$ cat config.mk
export PLATFORM = sky130hd
export DESIGN_NAME = sda_send4_flat
export DESIGN_NICKNAME = d
export VERILOG_FILES = /design/src/rtl/sda_pkg.sv /design/src/rtl/sda_send4_if.sv /design/src/rtl/sda_step_tick.sv /design/src/rtl/sda_send4.sv /design/src/flat_wrapper.sv
export SDC_FILE = /design/constraint.sdc
export NUM_CORES = 1
export LEC_CHECK = 0
export ABC_AREA = 1
export CORE_ASPECT_RATIO = 0.6
export CORE_UTILIZATION = 45
export DETAILED_ROUTE_END_ITERATION = 6
export GPL_TIMING_DRIVEN = 0
export PLACE_DENSITY = 0.67
export SLEW_MARGIN = 20
export SYNTH_ARGS = -nofsm -noshare
export SYNTH_HDL_FRONTEND = slang
export SYNTH_SLANG_ARGS = --single-unit
$ cat constraint.sdc
create_clock -name clk -period 1.5 [get_ports clk]
set_input_delay 0.3 -clock clk [delete_from_list [all_inputs] [get_ports clk]]
set_output_delay 0.3 -clock clk [all_outputs]
set_load 0.05 [all_outputs]
$ cat src/rtl/sda_pkg.sv
// Shared definitions for the 4-bit serial-data link (transmitter and matching receiver).
package sda_pkg;

    typedef enum logic [2:0] {
        IDLE,
        START,
        BIT_L,
        BIT_H,
        STP_L,
        STP_H,
        STOP
    } sda_state_e;

    localparam int FRAME_STEPS = 12;
    localparam int NIB_W       = 4;
    localparam int DIV_W       = 8;

    // Line levels {scl, sda} held for the whole of a step in the given state.
    function automatic logic [1:0] line_lvl(sda_state_e st, logic bit_v);
        logic [1:0] lv;
        case (st)
            START:   lv = 2'b10;
            BIT_L:   lv = {1'b0, bit_v};
            BIT_H:   lv = {1'b1, bit_v};
            STP_L:   lv = 2'b00;
            STP_H:   lv = 2'b10;
            default: lv = 2'b11;
        endcase
        return lv;
    endfunction

endpackage

$ cat src/rtl/sda_send4_if.sv
// Request/line bundle between a nibble source and the serial transmitter.
interface sda_send4_if;
    import sda_pkg::*;

    logic             send;
    logic [NIB_W-1:0] data;
    logic             scl;
    logic             sda;
    logic             busy;
    logic             done;

    modport master (output send, data, input  scl, sda, busy, done);
    modport slave  (input  send, data, output scl, sda, busy, done);

endinterface

$ cat src/rtl/sda_step_tick.sv
// Bus-step divider: counts 0..DIV-1 and flags the last cycle of each step.
module sda_step_tick
    import sda_pkg::*;
#(
    parameter int DIV = 1
) (
    input  logic clk,
    input  logic rst,
    output logic tick
);

    localparam logic [DIV_W-1:0] LAST = DIV_W'(DIV - 1);

    logic [DIV_W-1:0] cnt_q, cnt_d;

    always_comb begin
        tick  = (cnt_q == LAST);
        cnt_d = tick ? '0 : cnt_q + 1'b1;
    end

    always_ff @(posedge clk) begin
        if (rst) cnt_q <= '0;
        else     cnt_q <= cnt_d;
    end

endmodule

$ cat src/rtl/sda_send4.sv
// Serial transmitter: START, four MSB-first bits (low/high half each), stop preamble, STOP.
module sda_send4
    import sda_pkg::*;
#(
    parameter int DIV = 1
) (
    input logic        clk,
    input logic        rst,
    sda_send4_if.slave bus
);

    sda_state_e       state_q, state_d;
    logic [1:0]       idx_q, idx_d;
    logic [NIB_W-1:0] nib_q, nib_d;
    logic             scl_q, scl_d;
    logic             sda_q, sda_d;
    logic             busy_q, busy_d;
    logic             done_q, done_d;
    logic             tick;
    logic             accept;
    logic             div_rst;

    // Holding the divider cleared while idle aligns every step to the accepting edge.
    assign div_rst = rst | (state_q == IDLE);

    sda_step_tick #(.DIV(DIV)) u_tick (
        .clk  (clk),
        .rst  (div_rst),
        .tick (tick)
    );

    always_comb begin
        state_d = state_q;
        idx_d   = idx_q;
        nib_d   = nib_q;
        accept  = 1'b0;
        case (state_q)
            IDLE:  accept = bus.send;
            START: if (tick) state_d = BIT_L;
            BIT_L: if (tick) state_d = BIT_H;
            BIT_H: if (tick) begin
                if (idx_q == 2'd0) begin
                    state_d = STP_L;
                end else begin
                    state_d = BIT_L;
                    idx_d   = idx_q - 2'd1;
                end
            end
            STP_L: if (tick) state_d = STP_H;
            STP_H: if (tick) state_d = STOP;
            // The last cycle of STOP counts as idle so back-to-back frames lose no step.
            STOP:  if (tick) begin
                if (bus.send) accept  = 1'b1;
                else          state_d = IDLE;
            end
            default: state_d = IDLE;
        endcase
        if (accept) begin
            state_d = START;
            nib_d   = bus.data;
            idx_d   = 2'd3;
        end
        {scl_d, sda_d} = line_lvl(state_d, nib_d[idx_d]);
        busy_d         = (state_d != IDLE);
        done_d         = (state_d == STOP);
    end

    always_ff @(posedge clk) begin
        if (rst) begin
            state_q <= IDLE;
            idx_q   <= 2'd3;
            nib_q   <= '0;
            scl_q   <= 1'b1;
            sda_q   <= 1'b1;
            busy_q  <= 1'b0;
            done_q  <= 1'b0;
        end else begin
            state_q <= state_d;
            idx_q   <= idx_d;
            nib_q   <= nib_d;
            scl_q   <= scl_d;
            sda_q   <= sda_d;
            busy_q  <= busy_d;
            done_q  <= done_d;
        end
    end

    assign bus.scl  = scl_q;
    assign bus.sda  = sda_q;
    assign bus.busy = busy_q;
    assign bus.done = done_q;

endmodule
$ cat src/flat_wrapper.sv
// flat-port wrapper written by rule: the top's interface ports become plain ports
module sda_send4_flat import sda_pkg::*;
#(
    parameter int DIV = 1
)
  (clk, rst, bus_send, bus_data, bus_scl, bus_sda, bus_busy, bus_done);
  sda_send4_if bus_i ();
  input logic clk;
  input logic rst;
  input wire logic [$bits(bus_i.send)-1:0] bus_send;
  input wire logic [$bits(bus_i.data)-1:0] bus_data;
  output wire logic [$bits(bus_i.scl)-1:0] bus_scl;
  output wire logic [$bits(bus_i.sda)-1:0] bus_sda;
  output wire logic [$bits(bus_i.busy)-1:0] bus_busy;
  output wire logic [$bits(bus_i.done)-1:0] bus_done;
  assign bus_i.send = bus_send;
  assign bus_i.data = bus_data;
  assign bus_scl = bus_i.scl;
  assign bus_sda = bus_i.sda;
  assign bus_busy = bus_i.busy;
  assign bus_done = bus_i.done;
  sda_send4 #(.DIV(DIV)) u_core (.clk(clk), .rst(rst), .bus(bus_i));
endmodule
==> qor.yml <==
tightestPinTransition_ps: 505
r2r.worst_path.cells: 11
synth_nets: 160
cts_tree: "built"
totalWireLength_um: 2400
fin_area_um2: 1410
firstDrtPassIters: 4
layout_common_cells: "nand2_1 (34), dfxtp_1 (16), inv_1 (15)"
maxClockFrequency_mhz: 635
grt_max_degree: 12
post-route-period-util_pct: 105
seq_area_frac_synth_pct: 38.8
clk_path_buf_depth: 2
setup.worst_path.start_class: "flop"
die_h_um: 40.0
synth_top_area_share_pct: 38.8
ys_types: 23
fill_cells: 189
clk_latency_ps: 260
gp_congestion: 0.844
synth.ff_latch_count: 21
cap_viol_max_count: 0
p_leak_nw: 0.631
dp_cells: 191
drt_iter0_markers: 50
htreeDepth: 1
holdWs_ps: 474
timing.rr.start: "u_core.u_tick.cnt_q[1]"
route.detailed.drc: 0
hold_violations: 0
multi_input_area_um2: 676
antenna_found_initial: 0
port_buffers: 10
wl_per_cell_um: 11.9
ys_top_cells_by_area: "dfxtp_1 (39%), nand2_1 (12%), nand3_1 (6.9%)"
grt_usage_pct: 21.0
core_um2: 2210
regArea_um2: 427
synthCells: 151
setup_violations: 5
initial_utilization_pct: 49.0
antenna_left: 0
die_area_um2: 2620
cp-end-kind: "flop"
min_to: "u_core.nib_q[2]"
cts_hold_buf: 0
die-width_um: 65.4
reg2reg_to: "u_core.bus.sda"
status: "finished with violations"
grt_setup_unrepaired: "yes"
hold_path_depth: 2
syn_area_um2: 1080
dp_hpwl_um: 1710
path_clk_slew_ps: 70
rows: 13
grt_pass1_vias: 834
syn_to_final_growth_pct: 30.3
worstPathRequired_ps: 1660
place_ws_ps: -330
worstPathArrival_ps: 1730
layout.cells.non_filler: 202
grt_pass1_wl_um: 3860
failed_checks: "negative setup slack"
pin_count: 11
placed_area_um2: 1220
slew_violations: 0
fin_nets: 182
fin_crit_ps: 1570
vias_per_cell: 4.95
synth_area_leader_cell: "dfxtp_1"
grt-ovfl-total: 0
crit_type: "flop to flop"
cp_max_fo: 4
final_common_cell: "nand2_1"
antennaDiodeCount: 0
cts_buffers: 3
min_path_type: "flop to flop"
drive_gt1_share_pct: 29.7
vdd_drop_max_mv: 0.657
r2r_slack_ps: -70
cts-root-buf: "clkbuf_8"
yosys_warnings: 0
vias: 999
min_from: "u_core.nib_q[2]"
synth_area_per_cell_um2: 7.18
max-slew-margin-rel_pct: 66.5
fin_skew_ps: 3.27
p_per_area_nw_per_um2: 937
worst_slack_ps: -74.5
clkSinkCount: 21
## kinds of logic after synthesis
logic type | synth area share [%]
and+or+nand+nor | 46.3
AOI/OAI and AO/OA | 5.42
DFF | 38.8
adders and majority gates | 2.31
buffers and inverters | 7.27
## cell type report
| class | count | share of cell area, % |
|---|---|---|
| plain buffers | 1 | 0.265 |
| clock buffers | 4 | 3.19 |
| flip-flops and latches | 21 | 30.2 |
| well taps | 30 | 2.65 |
| inverters | 20 | 5.31 |
| multi-input cells | 109 | 47.8 |
| repair buffers | 17 | 10.6 |
## how the worst max path moves through the flow
stage / start / endpoint
global placement: bus_send / u_core.bus.sda
detailed placement: bus_send / u_core.bus.sda
CTS: u_core.u_tick.cnt_q[1] / u_core.bus.sda
floorplan: u_core.u_tick.cnt_q[0] / u_core.bus.sda
finish: u_core.u_tick.cnt_q[1] / u_core.bus.sda
global route: u_core.u_tick.cnt_q[1] / u_core.bus.sda
## state kept, by name, indices dropped and copies added (netlist names)
signal,flops
u_core.bus.busy,1
u_core.bus.done,1
u_core.bus.scl,1
u_core.bus.sda,1
u_core.idx_q,2
u_core.nib_q,4
u_core.state_q,3
u_core.u_tick.cnt_q,8
## worst max-delay path, cell delays in order (launching register included)
cell and delay, ps:
dfxtp_2 330, inv_2 60, ha_4 140, inv_1 60, nor2_4 160, nand2_4 90, o21ai_4 170, nand3b_4 130
nand3_2 90, nand2_1 60, nor2_2 120, nand2_1 60
## synth_stat cells
library cell,n
nor4_1,1
inv_1,17
nand3_2,2
nand2_4,1
dfxtp_1,21
nor2_2,5
ha_1,2
nor2_4,2
nor3b_1,4
nand3_4,1
clkbuf_1,1
nand2_1,35
o21ai_2,1
nor3_2,1
o21ai_1,1
nor3_1,2
nand3b_2,1
a21oi_1,9
inv_2,3
nand4_1,2
nand3_1,15
nand2_2,9
nor2_1,15
## per-stage QoR
step           util [%]  total power, mW  setup TNS (ps)
2_1_floorplan         -            0.828               0
3_3_place_gp       55.3            0.907           -1090
3_5_place_dp       55.3            0.916           -1300
4_1_cts            61.9             1.30            -225
5_1_grt            63.9             1.39            -718
6_report           63.9             1.33            -202
## where the power goes
| part | internal (mW) | total, mW | switching, mW |
|---|---|---|---|
| clock network | 0.189 | 0.370 | 0.181 |
| registers | 0.594 | 0.617 | 0.0237 |
| logic | 0.120 | 0.338 | 0.218 |
| total | 0.903 | 1.33 | 0.422 |
## timing repair
action,in CTS,in global routing
resized for setup,21,8
endpoints found under the hold margin,0,0
pin swaps,11,9
endpoints found under the setup margin,8,7
setup buffers,5,2
## layer usage
layer / track usage (%) / vias to the layer above / routed length (um)
li1: - / 522 / -
met1: 26.6 / 456 / 1220
met2: 34.8 / 17 / 1050
met3: 6.82 / 4 / 109
met4: 6.52 / 0 / 23
met5: 0 / - / 0
Note: power is estimated with default switching activity, not from simulation.
